File: config.mk
export PLATFORM = sky130hd
export DESIGN_NAME = bmf_h_decoder
export DESIGN_NICKNAME = d
export VERILOG_FILES = /design/src/rtl/bmf_h_decoder.sv
export SDC_FILE = /design/constraint.sdc
export NUM_CORES = 1
export LEC_CHECK = 0
export CORE_ASPECT_RATIO = 1.1
export CORE_MARGIN = 3
export CORE_UTILIZATION = 64
export CTS_CLUSTER_DIAMETER = 100
export DETAILED_ROUTE_END_ITERATION = 10
export DONT_BUFFER_PORTS = 1
export PLACE_DENSITY = 0.86
export SLEW_MARGIN = 20
export SYNTH_ARGS = -nofsm -noshare
export SYNTH_HDL_FRONTEND = slang
export SYNTH_SLANG_ARGS = --single-unit
export TNS_END_PERCENT = 30
File: constraint.sdc
create_clock -name clk -period 2.53 [get_ports clk]
set_input_delay 0.1265 -clock clk [delete_from_list [all_inputs] [get_ports clk]]
set_output_delay 0.1265 -clock clk [all_outputs]
set_load 0.1 [all_outputs]
File: src/rtl/bmf_h_decoder.sv
// bmf_h_decoder: rebuilds M-bit words as the Boolean product k x H.
// Define BMF_XOR_EN to accumulate with XOR (GF(2)) instead of OR.
module bmf_h_decoder #(
  parameter int K = 3,
  parameter int M = 4
) (
  input  logic                                 clk,
  input  logic                                 rst_n,
  input  logic                                 cfg_we,
  input  logic [((K > 1) ? $clog2(K) : 1)-1:0] cfg_row,
  input  logic [M-1:0]                         cfg_data,
  input  logic                                 in_valid,
  output logic                                 in_ready,
  input  logic [K-1:0]                         in_k,
  output logic                                 out_valid,
  input  logic                                 out_ready,
  output logic [M-1:0]                         out_data,
  output logic                                 busy
);

  localparam int RW = (K > 1) ? $clog2(K) : 1;

  typedef enum logic [1:0] {
    IDLE,
    ACCUM,
    HOLD
  } state_t;

  state_t        state;
  state_t        state_nx;
  logic [M-1:0]  h [K];
  logic [K-1:0]  kreg;
  logic [RW-1:0] idx;
  logic [M-1:0]  acc;
  logic [M-1:0]  acc_op;
  logic [M-1:0]  row;
  logic          bit_sel;
  logic          last;
  logic          accept;

  assign accept = (state == IDLE) && in_valid;
  assign last   = (idx == RW'(K - 1));

  // Row mux keeps idx values beyond K-1 from indexing H directly.
  always_comb begin
    row     = '0;
    bit_sel = 1'b0;
    for (int i = 0; i < K; i++) begin
      if (idx == RW'(i)) begin
        row     = h[i];
        bit_sel = kreg[i];
      end
    end
  end

`ifdef BMF_XOR_EN
  assign acc_op = acc ^ row;
`else
  assign acc_op = acc | row;
`endif

  always_ff @(posedge clk or negedge rst_n) begin
    if (!rst_n) begin
      state <= IDLE;
    end else begin
      state <= state_nx;
    end
  end

  always_comb begin
    state_nx = state;
    unique case (state)
      IDLE:    if (in_valid) state_nx = ACCUM;
      ACCUM:   if (last) state_nx = HOLD;
      HOLD:    if (out_ready) state_nx = IDLE;
      default: state_nx = IDLE;
    endcase
  end

  always_comb begin
    in_ready  = 1'b0;
    out_valid = 1'b0;
    busy      = 1'b1;
    unique case (state)
      IDLE: begin
        in_ready = 1'b1;
        busy     = 1'b0;
      end
      HOLD:    out_valid = 1'b1;
      default: ;
    endcase
  end

  assign out_data = acc;

  always_ff @(posedge clk or negedge rst_n) begin
    if (!rst_n) begin
      kreg <= '0;
      idx  <= '0;
      acc  <= '0;
    end else if (accept) begin
      kreg <= in_k;
      idx  <= '0;
      acc  <= '0;
    end else if (state == ACCUM) begin
      if (bit_sel) acc <= acc_op;
      idx <= idx + 1'b1;
    end
  end

  // Out-of-range rows match no index and are dropped.
  always_ff @(posedge clk or negedge rst_n) begin
    if (!rst_n) begin
      for (int i = 0; i < K; i++) h[i] <= '0;
    end else if (cfg_we) begin
      for (int i = 0; i < K; i++) begin
        if (cfg_row == RW'(i)) h[i] <= cfg_data;
      end
    end
  end

endmodule
==> flow_summary_export.csv, run 1 <==
group,metric,value,unit
placed_design,dp_hpwl,1.60,mm
critical_path,worst-endpoint-required,2730,ps
clock_network,cts_tree,"yes",
drt,drt-wirelength-per-cell,18.5,um
critical_path,crit_type,"reg2reg",
sta,fin_tns_setup,0,ps
critical_path,critical-path-max-stage-delay,400,ps
placed_design,port_buffers,0,
drt,wl,2.22,mm
flow_run,maxCapViolations,0,
synthesis,syn_area_per_cell,12.5,um^2
sta,maxSlewHeadroom,33.0,%
synthesis,synthDominantCellAreaShare,54.1,%
critical_path,worstPathCellList,"inv_1, ha_1, nand3b_1, a221o_1, o31ai_1",
clock_network,post_cts_resized,0,
clock_network,cts_setup_buffers,0,
sta,fin_crit_sh,67.8,%
synthesis,synthTopCellsByArea,"dfrtp_1, mux2_2, mux2_4",
power,combPwrFrac,55.5,%
drt,first_pass_iters,4,
sta,finalCriticalPeriod,1720,ps
clock_network,clock_latency,300,ps
critical_path,cp_max_fo,8,
critical_path,worstSetupStartpoint,"idx[1]$_DFFE_PN0P_",
die,dieHeight,48.8,um
placed_design,place_congestion,0.775,
die,die_w,44.9,um
drt,vias,735,
sta,holdWs,0.605,ps
clock_network,cts_htree_levels,1,
sta,max_freq,583,MHz
critical_path,path_buf_inv,1,
power,clock_power_share,9.5,%
placed_design,place_ws,897,ps
die,start_util,72.3,%
synthesis,yosys.area.top_type,"dfrtp_1",
drt,detail_route.vias_per_cell,6.13,
grt,grt_pass1_wl,3.69,mm
drt,met3WireLength,103,um
grt,grt_max_degree,24,
synthesis,synthesis.instances,85,
die,io_pins,21,
critical_path,crit_family,"compound AO/OA/AOI/OAI gates",
status,status,"completed",
grt,grt.total_usage,23.0,%
clock_network,cts.sinks,23,
sta,worst_slack,814,ps
min_path,min_from,"out_ready",
synthesis,syn_nets,102,
drt,ant_nets,0,
sta,setup_viol,0,
power,swShare,49.9,%
sta,final_max_slew_viol_count,0,
critical_path,reg2reg_from,"idx[1]$_DFFE_PN0P_",
min_path,worstHoldPathType,"in2reg",
critical_path,worstSetupEndpointType,"flop",
die,dieArea,0.00219,mm^2
power,peakVddDrop,758,uV
drt,routed.top_layer,"met4",
placed_design,post_dp_cell_area,0.00113,mm^2
die,row_count,14,
drt,wl_met1,901,um
power,p_leak,0.571,nW
final_layout,nNetsFinal,122,
synthesis,synth_seq_area_share,54.1,%
drt,drc_errors,0,
critical_path,r2r_cells,5,
power,internal_power,0.842,mW
synthesis,yosys_warnings,0,
drt,wl_met2,1.18,mm
sta,rsz0062_at_grt,"no",
final_layout,antenna_cells,0,
critical_path,crit_slowest_cell,"dfrtp_1",
sta,worst_pin_slew,1000,ps
critical_path,cp_data_arrival_time,1910,ps
sta,final-hold-violation-count,0,
synthesis,ys_ff_latch,23,
power,cellPowerDensity,1350,mW/mm^2
final_layout,design_area,0.00125,mm^2
critical_path,r2r_end,"out_data[1]$_DFFE_PN0P_",
critical_path,r2r_slack,810,ps
critical_path,crit_end,"out_data[1]$_DFFE_PN0P_",
die,core_area,0.00147,mm^2
grt,grt_pass1_vias,779,
clock_network,cts_hold_buf,9,
power,seqPwrFrac,35.0,%
sta,clock_skew,1.30,ps
clock_network,clock_path_buffers,2,
clock_network,clkTransAtPathRegs,110,ps
min_path,hold_path_depth,2,
drt,drt-initial-drc-count,15,
synthesis,syn_area,0.00106,mm^2
final_layout,area_delta_synth_final,17.3,%
power,power.switching,0.837,mW
grt,antenna_found_initial,0,
critical_path,path_depth,5,
clock_network,numCtsBuffers,3,
grt,overflow,0,
critical_path,cp-start-kind,"flop",
synthesis,synthDistinctLibCells,21,
clock_network,cts_root_buf,"clkbuf_4",
final_layout,fillers,76,
power,power,1.68,mW
final_layout,post_route_cells_drive_above_1_share,29.8,%
==> worst register-to-register path, delay by kind of cell, from the launching register on <==
| family | cells | cell delay [ps] |
|---|---|---|
| AOI/OAI and AO/OA | 2 | 660 |
| DFF | 1 | 400 |
| adders and majority gates | 1 | 270 |
| and+or+nand+nor | 1 | 200 |
| buffers and inverters | 1 | 70 |
==> metal layers <==
metal | vias to the layer above | track usage, %
met5 | - | 0
met4 | 0 | 6.83
met3 | 4 | 7.04
met2 | 32 | 38.0
met1 | 357 | 28.2
li1 | 342 | -
==> how the worst min path moves through the flow <==
stage / endpoint / slack, ps
global placement: kreg[0]$_DFFE_PN0P_ / -170
floorplan: h[0]$_DFFE_PN0P_ / -170
detailed placement: out_data[2]$_DFFE_PN0P_ / -170
CTS: state[1]$_DFFE_PN0P_ / 4
global route: state[1]$_DFFE_PN0P_ / 5
finish: state[1]$_DFFE_PN0P_ / 0.6
==> per-stage QoR <==
step	util [%]	std cells
after floorplan	-	85
after global placement	76.8	107
after detailed placement	76.8	107
after CTS	84.8	120
after global routing	84.8	120
final	84.8	120
==> registers in the layout (all words and copies together) (netlist names) <==
signal    cells
state         2
out_data      4
idx           2
h            12
kreg          3
==> layout by cell type (no fill, tap or decap), types with 3 or more instances in the layout <==
cell type	count
ha_1	3
o31ai_1	4
dlygate4sd3_1	9
nand3b_1	3
nor2_1	5
buf_4	7
mux2_4	3
clkbuf_4	3
mux2_2	12
inv_1	6
nand2_1	6
o21ai_0	3
dfrtp_1	23
a221oi_1	4
==> cells by family (layout without fill, tap and decap cells) <==
| kind of cell | count (synthesis) | in the layout | synth area share (%) |
|---|---|---|---|
| DFF | 23 | 23 | 54.1 |
| adders and majority gates | 3 | 3 | 3.53 |
| AOI/OAI and AO/OA | 14 | 14 | 10.0 |
| buffers and inverters | 7 | 26 | 3.18 |
| muxes | 16 | 16 | 17.9 |
| and+or+nand+nor | 22 | 22 | 11.3 |
==> cell type report <==
class                      instances  area (um^2)  area share, %
multi-input combinational         55          459           36.8
clock inverter                     1         5.00          0.401
tap                               16         20.0           1.60
inverter                           6         22.5           1.81
sequential                        23          576           46.1
timing repair buffer              16          143           11.4
clock buffer                       3         22.5           1.81
==> cells in the mapped netlist <==
master    number
mux2i_1        1
o31ai_1        4
nand3b_1       3
o21ai_0        3
a221o_1        1
nand2b_1       2
and2b_2        2
nor2_1         6
nand2_1        6
o21bai_1       1
nor2b_1        1
mux2_2        12
nor3b_1        1
a221oi_1       4
dfrtp_1       23
a21oi_2        1
or3b_1         1
inv_1          6
mux2_4         3
ha_1           3
buf_6          1
==> power by group through the flow <==
stage	Combinational (mW)	Sequential [mW]	Clock, mW
global placement	0.861	0.579	0
floorplan	0.550	0.756	0
detailed placement	0.902	0.591	0
finish	0.932	0.588	0.159
CTS	0.925	0.586	0.162
global route	0.987	0.601	0.180
Power figures use the tool's default switching activity.
==> run 2, diff against run 1 <==
CORE_UTILIZATION = 54   (was 64)
PLACE_DENSITY = 0.78   (was 0.86)
clock period = 1.38 ns   (was 2.53 ns; I/O delays follow)
==> run 2 against run 1 <==
Total power is 100% higher. Flip-flop and latch count stayed put. The flow now finishes with violations (setup timing). Fmax is 14% higher.
==> flow_summary_export.csv, run 2 (same netlist as run 1, synthesis figures left out) <==
group,metric,value,unit
status,status,"finished, violations left",
status,violations,"setup timing",
drt,drc_errors,0,
placed_design,place_inst,127,
die,io_pins,21,
clock_network,numCtsBuffers,3,
drt,detail_route.vias_per_cell,5.27,
placed_design,dp_hpwl,1.52,mm
critical_path,worstSetupEndpointType,"flop",
final_layout,final_common_cell,"dfrtp_1",
sta,worst_pin_slew,501,ps
grt,grt_pass1_wl,3.80,mm
grt,grt_max_degree,24,
sta,final_max_slew_viol_count,0,
sta,final-hold-violation-count,0,
critical_path,cp-start-kind,"flop",
final_layout,antenna_cells,0,
drt,first_pass_iters,4,
power,internal_power,1.77,mW
die,row_count,16,
grt,grt.total_usage,20.6,%
clock_network,cts.sinks,23,
sta,finalCriticalPeriod,1510,ps
sta,setup_viol,4,
final_layout,largest_reg_flops,12,
power,swShare,47.7,%
clock_network,clock_latency,320,ps
grt,overflow,0,
final_layout,design_area,0.00141,mm^2
sta,fin_crit_sh,109,%
final_layout,largest-register,"h",
sta,holdWs,123,ps
power,cellPowerDensity,2400,mW/mm^2
die,core_area,0.00182,mm^2
clock_network,cts_setup_buffers,0,
power,combPwrFrac,59.9,%
final_layout,post_route_cells_drive_above_1_share,42.6,%
critical_path,cp_max_fo,6,
placed_design,post_dp_cell_area,0.00122,mm^2
min_path,worstHoldPathType,"in2reg",
final_layout,final_cell_mix,"dfrtp_1, buf_4, mux2_2",
placed_design,port_buffers,0,
power,power.switching,1.61,mW
power,peakVddDrop,1460,uV
sta,worst_slack,-129,ps
clock_network,clock_path_buffers,2,
clock_network,cts_htree_levels,1,
sta,maxSlewHeadroom,66.6,%
flow_run,maxCapViolations,0,
die,start_util,58.4,%
sta,fin_tns_setup,-418,ps
drt,drt-wirelength-per-cell,15.1,um
sta,rsz0062_at_grt,"yes",
drt,vias,749,
final_layout,nNetsFinal,133,
die,dieArea,0.00254,mm^2
clock_network,cts_root_buf,"clkbuf_4",
clock_network,cts_tree,"yes",
power,clock_power_share,9.2,%
placed_design,place_ws,-173,ps
sta,max_freq,663,MHz
critical_path,worst-endpoint-required,1610,ps
critical_path,crit_type,"reg2reg",
placed_design,place_congestion,0.724,
clock_network,clkTransAtPathRegs,120,ps
grt,antenna_found_initial,0,
drt,wl,2.15,mm
grt,grt_pass1_vias,823,
die,die_w,48.3,um
critical_path,cp_data_arrival_time,1740,ps
final_layout,area_delta_synth_final,32.5,%
power,p_leak,0.630,nW
drt,drt-initial-drc-count,8,
die,dieHeight,52.5,um
drt,ant_nets,0,
final_layout,fin_cells,142,
sta,clock_skew,6.68,ps
power,seqPwrFrac,30.9,%
run 2: changes by cell type in the layout (fill, tap and decap cells not counted), moves of 2 or more:
cell and change:
buf_4 +7, ha_1 -3, ha_4 +2, inv_1 -2
inv_2 +2, o31ai_1 -2, o31ai_2 +2
run 2: path summary, 6_finish.rpt:
path	cells after the start	start	endpoint	slack [ps]
setup / recovery	4	idx[0]$_DFFE_PN0P_	out_data[1]$_DFFE_PN0P_	-130
hold / removal	2	cfg_row[1]	h[3]$_DFFE_PN0P_	120
setup reg to reg	4	idx[0]$_DFFE_PN0P_	out_data[1]$_DFFE_PN0P_	-130
hold reg to reg	2	out_data[3]$_DFFE_PN0P_	out_data[3]$_DFFE_PN0P_	500
max in group asynchronous	2	rst_n	idx[0]$_DFFE_PN0P_	750
min in group asynchronous	2	rst_n	kreg[1]$_DFFE_PN0P_	260
run 2: repair_timing:
item,4_1_cts,5_1_grt
hold buffers,10,1
gates resized for setup,8,7
setup endpoints to repair,4,8
hold endpoints to repair,42,23
pin swaps,6,1
run 2: critical path, stage by stage (launching register included):
cell and delay, ps:
dfrtp_2 460, ha_4 190, nand3b_1 160, a221o_1 390, o31ai_1 230
run 2: layout make-up:
class	count	area, um^2
clock inverter	1	5.00
fill	119	413
timing repair buffer	27	241
multi-input combinational	55	507
inverter	6	22.5
sequential	23	577
tap	27	33.8
clock buffer	3	22.5
run 2: power groups by stage:
stage          Sequential, mW  Clock [mW]  Combinational (mW)
6_report                 1.05       0.310                2.02
2_1_floorplan            1.40           0                1.02
4_1_cts                  1.04       0.320                1.95
3_5_place_dp             1.04           0                1.83
5_1_grt                  1.08       0.347                2.16
3_3_place_gp             1.03           0                1.78
run 2: layer usage:
layer,vias to the layer above,wire length (um),global-route usage [%]
met5,-,0,0
met4,0,54,12.8
met3,5,63,3.70
met2,16,1120,36.0
met1,362,912,23.7
li1,366,-,-
run 2: stage by stage:
step	utilization [%]	total power, mW
2_1_floorplan	-	2.42
3_3_place_gp	66.8	2.81
3_5_place_dp	66.8	2.87
4_1_cts	75.5	3.31
5_1_grt	77.3	3.58
6_report	77.3	3.38
